`src/rtl/echo_ranger_ctrl.sv`:
```
// Ultrasonic echo ranger controller: fires a trigger pulse, times the
// returned echo in DIV-cycle units, and enforces a dead time between shots.
module echo_ranger_ctrl #(
  parameter int TRIG_CYC    = 1000,
  parameter int DIV         = 100,
  parameter int RISE_TO     = 3000000,
  parameter int HOLDOFF_CYC = 6000000
) (
  input  logic        clk,
  input  logic        clr,
  input  logic        start,
  input  logic        auto,
  input  logic        echo,
  output logic        trig,
  output logic [15:0] echo_t,
  output logic        valid,
  output logic        timeout,
  output logic        busy
);

  localparam logic [2:0] S_IDLE      = 3'd0;
  localparam logic [2:0] S_TRIG      = 3'd1;
  localparam logic [2:0] S_WAIT_RISE = 3'd2;
  localparam logic [2:0] S_MEASURE   = 3'd3;
  localparam logic [2:0] S_HOLDOFF   = 3'd4;

  // Terminal counts for the shared cycle counter in each timed state.
  localparam logic [31:0] L_TRIG_LAST = 32'(TRIG_CYC - 1);
  localparam logic [31:0] L_DIV_LAST  = 32'(DIV - 1);
  localparam logic [31:0] L_RISE_LAST = 32'(RISE_TO - 1);
  localparam logic [31:0] L_HOLD_LAST = 32'(HOLDOFF_CYC - 1);

  logic [2:0]  r_state;
  logic [31:0] r_cnt;       // state timer; doubles as the prescaler in MEASURE
  logic [15:0] r_width;
  logic [15:0] r_echo_t;
  logic        r_valid;
  logic        r_timeout;
  logic        r_sync1;
  logic        r_sync2;
  logic        r_echo_d;

  logic        w_rise;
  logic        w_fall;
  logic        w_pre_wrap;
  logic [15:0] w_width_inc;

  // Edges come only from the synchronized echo and its one-cycle delay.
  assign w_rise      = r_sync2 & ~r_echo_d;
  assign w_fall      = ~r_sync2 & r_echo_d;
  assign w_pre_wrap  = (r_cnt == L_DIV_LAST);
  // Width including the current MEASURE cycle, so the cycle on which the
  // falling edge is seen still counts toward the result.
  assign w_width_inc = r_width + {15'd0, w_pre_wrap};

  assign trig    = (r_state == S_TRIG);
  assign busy    = (r_state != S_IDLE);
  assign echo_t  = r_echo_t;
  assign valid   = r_valid;
  assign timeout = r_timeout;

  // Two-flop synchronizer for the asynchronous echo, plus an edge-detect tap.
  always_ff @(posedge clk) begin
    if (!clr) begin
      r_sync1  <= 1'b0;
      r_sync2  <= 1'b0;
      r_echo_d <= 1'b0;
    end else begin
      // NOTE: non-blocking assignments let each flop sample the previous
      // stage's old value; blocking here would collapse the chain to one flop.
      r_sync1  <= echo;
      r_sync2  <= r_sync1;
      r_echo_d <= r_sync2;
    end
  end

  // Measurement sequencer: trigger, wait for echo, time it, then hold off.
  always_ff @(posedge clk) begin
    if (!clr) begin
      r_state   <= S_IDLE;
      r_cnt     <= '0;
      r_width   <= '0;
      r_echo_t  <= '0;
      r_valid   <= 1'b0;
      r_timeout <= 1'b0;
    end else begin
      r_valid   <= 1'b0;
      r_timeout <= 1'b0;
      case (r_state)
        S_IDLE: begin
          if (start || auto) begin
            r_state <= S_TRIG;
            r_cnt   <= '0;
          end
        end
        S_TRIG: begin
          if (r_cnt == L_TRIG_LAST) begin
            r_state <= S_WAIT_RISE;
            r_cnt   <= '0;
          end else begin
            r_cnt <= r_cnt + 32'd1;
          end
        end
        S_WAIT_RISE: begin
          if (w_rise) begin
            r_state <= S_MEASURE;
            r_cnt   <= '0;
            r_width <= '0;
          end else if (r_cnt == L_RISE_LAST) begin
            r_state   <= S_HOLDOFF;
            r_cnt     <= '0;
            r_timeout <= 1'b1;
          end else begin
            r_cnt <= r_cnt + 32'd1;
          end
        end
        S_MEASURE: begin
          if (w_width_inc == 16'hFFFF) begin
            r_state   <= S_HOLDOFF;
            r_cnt     <= '0;
            r_echo_t  <= 16'hFFFF;
            r_timeout <= 1'b1;
          end else if (w_fall) begin
            r_state  <= S_HOLDOFF;
            r_cnt    <= '0;
            r_echo_t <= w_width_inc;
            r_valid  <= 1'b1;
          end else begin
            r_width <= w_width_inc;
            r_cnt   <= w_pre_wrap ? 32'd0 : r_cnt + 32'd1;
          end
        end
        S_HOLDOFF: begin
          if (r_cnt == L_HOLD_LAST) begin
            r_state <= S_IDLE;
            r_cnt   <= '0;
          end else begin
            r_cnt <= r_cnt + 32'd1;
          end
        end
        default: begin
          r_state <= S_IDLE;
          r_cnt   <= '0;
        end
      endcase
    end
  end

endmodule
```
`config.mk`:
```
export PLATFORM = sky130hd
export DESIGN_NAME = echo_ranger_ctrl
export DESIGN_NICKNAME = d
export VERILOG_FILES = /design/src/rtl/echo_ranger_ctrl.sv
export SDC_FILE = /design/constraint.sdc
export NUM_CORES = 1
export LEC_CHECK = 0
export CORE_UTILIZATION = 45
export CTS_BUF_LIST = sky130_fd_sc_hd__clkbuf_8
export DETAILED_ROUTE_END_ITERATION = 10
export HOLD_SLACK_MARGIN = 0.02
export PLACE_DENSITY = 0.68
export SLEW_MARGIN = 20
export SYNTH_ARGS = -nofsm -noshare
export SYNTH_HDL_FRONTEND = slang
export SYNTH_SLANG_ARGS = --single-unit
```
`constraint.sdc`:
```
create_clock -name clk -period 3.87 [get_ports clk]
set_input_delay 0.5805 -clock clk [delete_from_list [all_inputs] [get_ports clk]]
set_output_delay 0.5805 -clock clk [all_outputs]
set_load 0.05 [all_outputs]
```
# After elaboration in Yosys (flattened, before gate mapping)
# Cells that the tools add are included.
classes:
  n_addsub: 2
  mul: 0
  div: 0
  magnitude_cmp: 0
  eq_ne: 17
  shift: 0
  n_mux: 28
  bitwise: 6
  reduce_logical: 9
ops:
  columns: ["operator", "n"]
  rows:
  - ["$mux W32", 8]
  - ["$pmux W32 S5", 1]
  - ["$mux W16", 5]
  - ["$add A32 B1 Y32 const B", 1]
  - ["$eq A32 B10 Y1 const B", 1]
  - ["$eq A32 B22 Y1 const B", 1]
  - ["$eq A32 B23 Y1 const B", 1]
  - ["$eq A32 B7 Y1 const B", 1]
  - ["$pmux W16 S2", 1]
  - ["$mux W3", 7]
  - ["$add A16 B1 Y16", 1]
  - ["$eq A16 B16 Y1 const B", 1]
  - ["$pmux W3 S5", 1]
  - ["$ne A2 B2 Y1 const B", 5]
  - ["$eq A3 B2 Y1 const B", 2]
  - ["$ne A3 B3 Y1 const B", 2]
  - ["$reduce_and A5 Y1", 1]
  - ["$mux W1", 4]
  - ["$not A1 Y1", 4]
  - ["$reduce_and A4 Y1", 1]
  - ["$reduce_bool A2 Y1", 2]
  - ["$eq A3 B1 Y1 const B", 1]
  - ["$eq A3 B3 Y1 const B", 1]
  - ["$logic_not A3 Y1", 1]
  - ["other kinds (7)", 8]
totals:
  regBits: 72
  latchBits: 0
  ram_bits: 0
  mem_bits_ro: 0
  input_bits: 5
  wordCells: 71
  mem_count: 0

# Depth between registers and ports, before layout
# Gate-level depths: netlist of run 1.
depth:
  depth_word: 5
  ltp_mapped: 16

# Worst setup path after synthesis of run 1
# No wires, ideal clock.
synth_path:
  kind: "flip-flop to flip-flop"
  startpoint: "register r_cnt[11]"
  endpoint: "register r_width[12]"
  t_arrival_ns: 4.016
  slack_ns: -0.233
  path_stages_with_launch: 17
  path_buffers: 2
  cell_sequence: "dfxtp_1 clkbuf_1 or4_1 nor4_2 nand2_1 nor4_2 ha_1 ha_1 nand3_2 nor3_1 o2111ai_1 a211o_1 a2111o_1 a41oi_2 buf_6 o21ai_1 o31ai_1"
synth_between:
  elab_chain_len: 5
  elab_cells_between_ends: 8
synth_lines:
  columns: ["element", "line", "text"]
  rows:
  - ["from (decl)", "34", "logic [31:0] r_cnt;"]
  - ["from (signal assigned)", "101", "r_cnt <= r_cnt + 32'd1;"]
  - ["from (signal assigned)", "114", "r_cnt <= r_cnt + 32'd1;"]
  - ["from (signal assigned)", "130", "r_cnt <= w_pre_wrap ? 32'd0 : r_cnt + 32'd1;"]
  - ["$eq A32 B7 Y1 *", "51", "assign w_pre_wrap = (r_cnt == L_DIV_LAST);"]
  - ["$add A16 B1 Y16 *", "54", "assign w_width_inc = r_width + {15'd0, w_pre_wrap};"]
  - ["$eq A16 B16 Y1 / $mux W16 (equally long branches)", "118, 123", null]
  - ["$ne A2 B2 Y1 (no line) / $mux W16 (equally long branches)", null, null]
  - ["$reduce_and A4 Y1 (no line) / $pmux W16 S2 (equally long branches)", null, null]
  - ["to (signal assigned)", "129", "r_width <= w_width_inc;"]
  - ["to (decl)", "35", "logic [15:0] r_width;"]
# Mark *: on every way between the ends. The rest lies on a longest branch, timed or not. The select of a mux whose other input is x is not followed.
# A chain may end at the register's enable or synchronous reset.

# Final worst setup path of run 1
layout_path:
  startpoint: "register r_cnt[11]"
  endpoint: "register r_width[4]"
# The elaborated chain is that of the path after synthesis.

==> results of run 1 <==
[layout make-up]
cell class / count / area, sq um / share of cell area (%)
multi-input combinational: 390 / 3170 / 52.8
sequential: 72 / 1450 / 24.1
timing repair buffer: 108 / 1040 / 17.4
tap: 108 / 135 / 2.25
clock buffer: 9 / 124 / 2.07
clock inverter: 7 / 48.8 / 0.814
inverter: 9 / 33.8 / 0.563
[metrics by stage]
| step | total power (W) | instance area [sq um] |
|---|---|---|
| 2_1_floorplan | 0.00117 | 4060 |
| 3_3_place_gp | 0.00138 | 4740 |
| 3_5_place_dp | 0.00139 | 4740 |
| 4_1_cts | 0.00203 | 5360 |
| 5_1_grt | 0.00221 | 6000 |
| 6_report | 0.00214 | 6000 |
[kinds of logic (layout without fill, tap and decap cells)]
kind of cell | Yosys count | after routing | share of synthesized area, %
flip-flops | 72 | 72 | 35.8
AND/OR/NAND/NOR | 242 | 242 | 31.7
multiplexers | 1 | 1 | 0.249
buffers and inverters | 40 | 133 | 4.60
XOR/XNOR | 15 | 15 | 3.27
AO/OA/AOI/OAI | 128 | 128 | 23.1
adder cells (fa/ha/maj) | 4 | 4 | 1.24
[layout by cell type (no fill, tap or decap), drive strengths merged, types with 6 or more instances in the layout]
cell type       n
buf            82
dfxtp          72
nand3          65
nand2          50
nor2           44
o21ai          39
clkdlybuf4s50  24
o311ai         21
a21oi          15
nor3           14
inv            11
clkbuf         11
and3           10
xnor2          10
nand4           8
and2            8
nor4            8
o31ai           7
nand2b          6
or4             6
a211oi          6
[power by group through the flow]
stage	Clock, W	Sequential [W]	Combinational (W)
after floorplan	0	0.000804	0.000366
after global placement	0	0.000798	0.000583
after global routing	0.000592	0.000786	0.000836
after detailed placement	0	0.000799	0.000589
after CTS	0.000550	0.000782	0.000698
final	0.000559	0.000785	0.000800
[flip-flops by register name, indices dropped and copies added, names as in the netlist, 3 cells and up]
signal,cells
echo_t,16
r_cnt,32
r_state,3
r_width,16
[metal layers]
metal | vias up | track usage [%]
met5 | - | 0
met3 | 62 | 5.40
met1 | 2207 | 36.9
li1 | 2065 | -
met2 | 273 | 46.0
met4 | 0 | 12.0
[critical path, delay by kind of cell (launching register included)]
family	cells	cell delay, ns
buffers and inverters	4	0.62
AO/OA/AOI/OAI	4	1.08
AND/OR/NAND/NOR	6	1.52
flip-flops	1	0.34
adder cells (fa/ha/maj)	2	0.41
[worst max path at each step]
stage / start / to / slack [ns] / depth (start not counted)
3_3_place_gp: r_cnt[29] / r_width[2] / -0.04 / 15
5_1_grt: r_cnt[11] / r_width[2] / -0.26 / 16
2_1_floorplan: r_cnt[11] / r_width[12] / -0.02 / 15
6_report: r_cnt[11] / r_width[4] / -0.19 / 16
3_5_place_dp: r_cnt[29] / r_width[2] / -0.08 / 15
4_1_cts: r_cnt[19] / r_width[2] / -0.11 / 15
[repair_timing]
action | in CTS | in global routing
setup buffers | 21 | 6
pin swaps | 31 | 32
setup endpoints to repair | 38 | 68
resized for setup | 70 | 102
cloned | 1 | 2
==> impl_metrics.yaml, run 1 <==
sta:
  fmax_mhz: 247
  rsz0062_at_grt: "true"
  tightest_slew_ns: 0.802
  fin_crit_ns: 4.06
  fin_ws_ns: -0.185
  hold_ws_ns: 0.461
  fin_crit_sh_pct: 105
  fin_setup_tns_ns: -5.57
  fin_skew_ns: 0.0144
  slew_headroom_pct: 46.5
  setup_violations: 59
  maxSlewViolCount: 0
  hold_viol: 0
floorplan:
  core_area_sq_um: 8680
  start_util_pct: 46.4
  dieArea_sq_um: 9320
  placementRows: 34
  die_w_um: 96.5
  die_y_um: 96.5
  ioPinCount: 25
route:
  routedWlPerCell_um: 20.5
  met1Wirelength_um: 5790
  dr.pass1.iters: 5
  finalWirelength_um: 14400
  ant_nets: 0
  drtIter0Drc: 403
  wl_met2_um: 6910
  wl_met3_um: 1180
  drc_errors: 0
  num_vias: 4607
  highest_layer: "met4"
  routed_via_density: 6.55
logic_synthesis:
  ys_warn_count: 0
  ys_ff_latch: 72
  yosysTopAreaCell: "dfxtp_1"
  syn-num-nets: 511
  synth_top_area_share_pct: 35.8
  synth_edf_count: 0
  synthTopCellsByArea: "dfxtp_1 36%, nand3_1 7.7%, nand2_1 4.6%, nor2_1 4.0%, o21ai_0 4.0%"
  synth_cells: 502
  synth.distinct_cells: 63
  netlist_area_sq_um: 4020
  ys.flop_type: "dfxtp_1"
  synth_most_common_cell: "dfxtp_1"
  async_flop_share_pct: 0
  yosys-top-cells-count: "72 x dfxtp_1, 62 x nand3_1, 49 x nand2_1, 43 x nor2_1, 32 x o21ai_0"
  ys_seq_area_share_pct: 35.8
  syn_area_per_cell_sq_um: 8.01
final_layout:
  fin_cells: 703
  drive_gt1_share_pct: 35.0
  area_growth_pct: 49.1
  nets: 599
  num_antenna_cells: 0
  nFillCells: 651
  finalCoreUtilization_pct: 69.1
power_and_ir_drop:
  power_density_nw_per_um2: 357
  switching_share_pct: 39.2
  p_sw_w: 0.000840
  pwr-share-comb_pct: 37.3
  pwr-share-clk_pct: 26.1
  p_leak_nw: 1.99
  power_frac_seq_pct: 36.6
  p_int_w: 0.00130
  ir_drop_uv: 281
job:
  drv_cap: 0
global_routing:
  grt_pass1_vias: 4100
  grtUsageTotal_pct: 28.4
  antenna_found_initial: 0
  grt_max_degree: 28
  grt_overflow_total: 0
  grt_pass1_wl_um: 20200
hold_path:
  min_to: "r_sync2"
  min_from: "r_sync1"
  hold_class: "register to register"
  hold_depth: 1
outcome:
  violations: "setup timing"
  status: "finished with violations"
worst_setup_path:
  path_max_fanout: 8
  critical_path.cell_chain: "or4_4 > nor4_4 > nand2_2 > nor4_4 > ha_2 > ha_4 > buf_6 > buf_6 > nand4b_1 > nor4_2 > a211oi_2 > buf_4 > a2111o_1 > a41oi_2 > buf_6 > a211o_1"
  cpMostUsedCell: "buf_6"
  cp_data_arrival_time_ns: 4.33
  cp.required_ns: 4.14
  cp_slowest_cell: "or4_4"
  rr_endpoint: "r_width[4]"
  critPathMaxStageDelay_ns: 0.55
  critPathKind: "register to register"
  crit_path_end_kind: "register"
  regToRegSetupSlack_ns: -0.19
  reg2reg_depth: 16
  reg2reg_from: "r_cnt[11]"
  start_kind: "register"
clock_tree:
  clock_sinks: 72
  clock_latency_ns: 0.38
  holdBufCountCts: 0
  cts_buffers: 9
  cts_tree: "built"
  cts_max_level: 3
  cts_buffer_depth: 2
  cts-root-buf: "clkbuf_8"
  path_clk_slew_ns: 0.09
placed_design:
  hpwl_um: 8320
  dp_cells: 659
  dp_slack_ns: -0.0782
  place.gp.congestion: 0.934
  place.port_buffers: 24
(Power assumes the default switching activity.)
==> run 2, diff against run 1 <==
--- a/config.mk
+++ b/config.mk
@@ -10,6 +10,7 @@
 export DETAILED_ROUTE_END_ITERATION = 10
 export HOLD_SLACK_MARGIN = 0.02
 export PLACE_DENSITY = 0.68
+export SKIP_LAST_GASP = 1
 export SLEW_MARGIN = 20
 export SYNTH_ARGS = -nofsm -noshare
 export SYNTH_HDL_FRONTEND = slang
==> impl_metrics.yaml, run 2 (same netlist as run 1, synthesis figures left out) <==
outcome:
  status: "finished with violations"
  violations: "setup timing"
final_layout:
  finalCoreUtilization_pct: 69.0
  num_antenna_cells: 0
  fin_cells: 704
  layout_commonest_cell: "dfxtp_1"
  largest_reg_flops: 32
  area_growth_pct: 48.8
  final_cell_mix: "69 x dfxtp_1, 62 x buf_4, 53 x nand3_1, 43 x nand2_1, 38 x nor2_1"
  drive_gt1_share_pct: 35.1
  final_area_sq_um: 5990
  top_register: "r_cnt"
  nets: 600
sta:
  fin_ws_ns: -0.201
  setup_violations: 54
  rsz0062_at_grt: "true"
  hold_ws_ns: 0.461
  maxSlewViolCount: 0
  tightest_slew_ns: 0.800
  fmax_mhz: 246
  fin_crit_ns: 4.07
  slew_headroom_pct: 46.6
  fin_skew_ns: 0.0138
  fin_crit_sh_pct: 105
  hold_viol: 0
  fin_setup_tns_ns: -5.17
worst_setup_path:
  path_max_fanout: 4
  crit_path_end_kind: "register"
  cpMostUsedCell: "buf_4"
  path_buf_inv: 4
  cp_slowest_cell: "or4_4"
  start_kind: "register"
  reg2reg_depth: 17
  cp.required_ns: 4.13
  critPathMaxStageDelay_ns: 0.55
  critical_path.cell_chain: "or4_4 > nor4_4 > nand2_2 > nor4_4 > buf_4 > ha_4 > buf_4 > and3_1 > o21ai_0 > o311ai_1 > buf_4 > a211o_4 > nor2_2 > o41ai_2 > buf_4 > a21oi_1 > a311oi_1"
  critPathKind: "register to register"
  critical_path.top_delay_family: "simple AND/OR/NAND/NOR gates"
  cp_data_arrival_time_ns: 4.33
  cp.depth: 17
clock_tree:
  cts_buffers: 9
  clock_latency_ns: 0.36
  cts_tree: "built"
  cts_buffer_depth: 2
  clock_sinks: 72
  path_clk_slew_ns: 0.08
  cts_max_level: 3
  cts-root-buf: "clkbuf_8"
floorplan:
  die_w_um: 96.5
  placementRows: 34
  die_y_um: 96.5
  core_area_sq_um: 8680
  dieArea_sq_um: 9320
  start_util_pct: 46.4
  ioPinCount: 25
placed_design:
  place.port_buffers: 24
  place.gp.congestion: 0.934
  dp_cells: 659
  dpl_cell_area_sq_um: 4740
  hpwl_um: 8320
hold_path:
  hold_class: "register to register"
  hold_depth: 1
job:
  drv_cap: 0
route:
  finalWirelength_um: 14300
  num_vias: 4556
  dr.pass1.iters: 5
  routedWlPerCell_um: 20.3
  ant_nets: 0
  routed_via_density: 6.47
  drtIter0Drc: 335
  drc_errors: 0
power_and_ir_drop:
  pwr-share-comb_pct: 37.5
  switching_share_pct: 38.3
  p_int_w: 0.00132
  p_leak_nw: 1.99
  pwr-share-clk_pct: 25.8
  ir_drop_uv: 272
  p_sw_w: 0.000816
  power_frac_seq_pct: 36.7
  power_density_nw_per_um2: 356
global_routing:
  antenna_found_initial: 0
  grtUsageTotal_pct: 28.2
  grt_max_degree: 28
  grt_overflow_total: 0
  grt_pass1_vias: 4052
  grt_pass1_wl_um: 20000
==> run 2: layer usage <==
metal / global-route usage, % / wire [um]
met3: 5.16 / 994
met1: 36.9 / 5810
met4: 11.3 / 549
met5: 0 / 0
met2: 45.6 / 6940
==> run 2: final timing paths <==
| check | start | to | slack [ns] |
|---|---|---|---|
| min reg2reg | r_sync1 | r_sync2 | 0.46 |
| max | r_cnt[11] | r_cnt[2] | -0.20 |
| min | r_sync1 | r_sync2 | 0.46 |
| max reg2reg | r_cnt[11] | r_cnt[2] | -0.20 |
==> run 2: stage by stage <==
| step | worst slack, ns | total power [W] |
|---|---|---|
| after floorplan | -0.0183 | 0.00117 |
| after global placement | -0.0395 | 0.00138 |
| after detailed placement | -0.0782 | 0.00139 |
| after CTS | -0.110 | 0.00202 |
| after global routing | -0.316 | 0.00221 |
| final | -0.201 | 0.00213 |
==> run 2: repair_timing <==
action	CTS	global route
setup buffers	21	7
cloned	1	2
pin swaps	26	31
setup endpoints to repair	38	68
hold buffers	0	0
gates resized for setup	58	110
==> run 2: power by group through the flow <==
stage	Sequential, W	Clock (W)	Combinational, W
2_1_floorplan	0.000804	0	0.000366
3_3_place_gp	0.000798	0	0.000583
3_5_place_dp	0.000799	0	0.000589
4_1_cts	0.000782	0.000550	0.000684
5_1_grt	0.000786	0.000592	0.000831
6_report	0.000783	0.000550	0.000799
==> run 2: area by class of cell <==
type                       instances  area (sq um)
multi-input combinational        390          3140
fill                             656          2690
sequential                        72          1450
timing repair buffer             109          1060
tap                              108           135
clock buffer                       9           124
clock inverter                     7          48.8
inverter                           9          33.8
==> run 3, diff against run 2 <==
--- a/config.mk
+++ b/config.mk
@@ -8,7 +8,7 @@
 export CORE_UTILIZATION = 45
 export CTS_BUF_LIST = sky130_fd_sc_hd__clkbuf_8
 export DETAILED_ROUTE_END_ITERATION = 10
-export HOLD_SLACK_MARGIN = 0.02
+export GPL_TIMING_DRIVEN = 0
 export PLACE_DENSITY = 0.68
 export SKIP_LAST_GASP = 1
 export SLEW_MARGIN = 20
==> impl_metrics.yaml, run 3 (same netlist as run 1, synthesis figures left out) <==
sta:
  fin_crit_sh_pct: 105
  rsz0062_at_grt: "true"
  hold_ws_ns: 0.451
  fmax_mhz: 246
  hold_viol: 0
  setup_violations: 55
  tightest_slew_ns: 0.860
  fin_skew_ns: 0.0160
  fin_crit_ns: 4.06
  slew_headroom_pct: 42.4
  fin_ws_ns: -0.195
  maxSlewViolCount: 0
final_layout:
  final_area_sq_um: 5400
  top_register: "r_cnt"
  largest_reg_flops: 32
  area_growth_pct: 34.2
  fin_cells: 685
  drive_gt1_share_pct: 25.6
  num_antenna_cells: 0
  final_cell_mix: "67 x dfxtp_1, 60 x nand3_1, 45 x nand2_1, 37 x nor2_1, 26 x buf_4"
  layout_commonest_cell: "dfxtp_1"
  nets: 581
route:
  met1Wirelength_um: 5750
  wl_met3_um: 677
  drc_errors: 0
  num_vias: 4177
  highest_layer: "met4"
  routed_via_density: 6.10
  routedWlPerCell_um: 18.6
  drtIter0Drc: 349
  dr.pass1.iters: 6
  ant_nets: 0
  finalWirelength_um: 12700
  wl_met2_um: 5970
floorplan:
  die_w_um: 96.5
  ioPinCount: 25
  dieArea_sq_um: 9320
  die_y_um: 96.5
  start_util_pct: 46.4
  placementRows: 34
  core_area_sq_um: 8680
worst_setup_path:
  start_kind: "register"
  path_max_fanout: 7
  cp_slowest_cell: "or4_4"
  critPathMaxStageDelay_ns: 0.58
  crit_path_end_kind: "register"
  path_buf_inv: 2
  critPathKind: "register to register"
  cp.required_ns: 4.13
  critical_path.cell_chain: "or4_4 > nor2_4 > nand3_2 > nor4_4 > ha_2 > ha_4 > nand3_4 > buf_6 > nor4_4 > o21ai_2 > a211o_1 > a2111o_1 > a41oi_4 > buf_6 > o21ai_2 > o31ai_1"
  cp_data_arrival_time_ns: 4.33
  critical_path.top_delay_family: "simple AND/OR/NAND/NOR gates"
global_routing:
  grt_pass1_wl_um: 19600
  grt_overflow_total: 0
  grtUsageTotal_pct: 28.0
  grt_max_degree: 17
  antenna_found_initial: 0
  grt_pass1_vias: 3904
placed_design:
  place.port_buffers: 23
  hpwl_um: 8190
  dp_cells: 633
  place.gp.congestion: 0.919
  dp_slack_ns: -0.845
  dpl_cell_area_sq_um: 4430
clock_tree:
  cts_buffers: 9
  path_clk_slew_ns: 0.08
  clock_sinks: 72
  cts_max_level: 3
  cts_tree: "built"
  clock_latency_ns: 0.36
  cts-root-buf: "clkbuf_8"
  cts_buffer_depth: 2
power_and_ir_drop:
  p_leak_nw: 1.76
  ir_drop_uv: 254
  power_density_nw_per_um2: 397
hold_path:
  hold_class: "register to register"
job:
  drv_cap: 0
outcome:
  violations: "setup timing"
  status: "finished with violations"
-- run 3: area by class of cell --
type                            count  area (sq um)
Sequential cell                    72          1450
Multi-Input combinational cell    391          2810
Tap cell                          108           135
Fill cell                         720          3280
Inverter                            9          33.8
Timing Repair Buffer               61           582
Clock buffer                       11           151
Buffer                             28           155
Clock inverter                      5          78.8
-- run 3: what timing repair did --
action	in CTS	in global routing
buffers inserted	27	10
setup endpoints to repair	69	69
gates cloned	3	0
gates resized for setup	66	45
pin swaps	25	20
hold buffers	0	0
-- run 3: metal layers --
layer	global-route usage, %	vias up
met2	45.3	138
li1	-	2032
met5	0	-
met1	35.6	1981
met4	14.3	0
met3	4.85	26
-- run 3: path summary, 6_finish.rpt --
path	startpoint	cells past startpoint	endpoint	slack (ns)
max	r_cnt[25]	16	r_width[14]	-0.19
min	r_sync1	1	r_sync2	0.45
max reg2reg	r_cnt[25]	16	r_width[14]	-0.19
min reg2reg	r_sync1	1	r_sync2	0.45
-- run 3: power by group --
part           internal, W  total, W  switching [W]
clock             0.000397  0.000694       0.000296
sequential        0.000760  0.000789      0.0000289
combinational     0.000252  0.000659       0.000407
total              0.00141   0.00214       0.000732
-- run 3: through the flow --
step	setup TNS (ns)	power [W]	util [%]
2_1_floorplan	-0.0517	0.00117	-
3_3_place_gp	-38.49	0.00132	51.0
5_1_grt	-14.73	0.00223	62.2
4_1_cts	-2.34	0.00210	59.1
3_5_place_dp	-44.40	0.00133	51.0
6_report	-4.33	0.00214	62.2
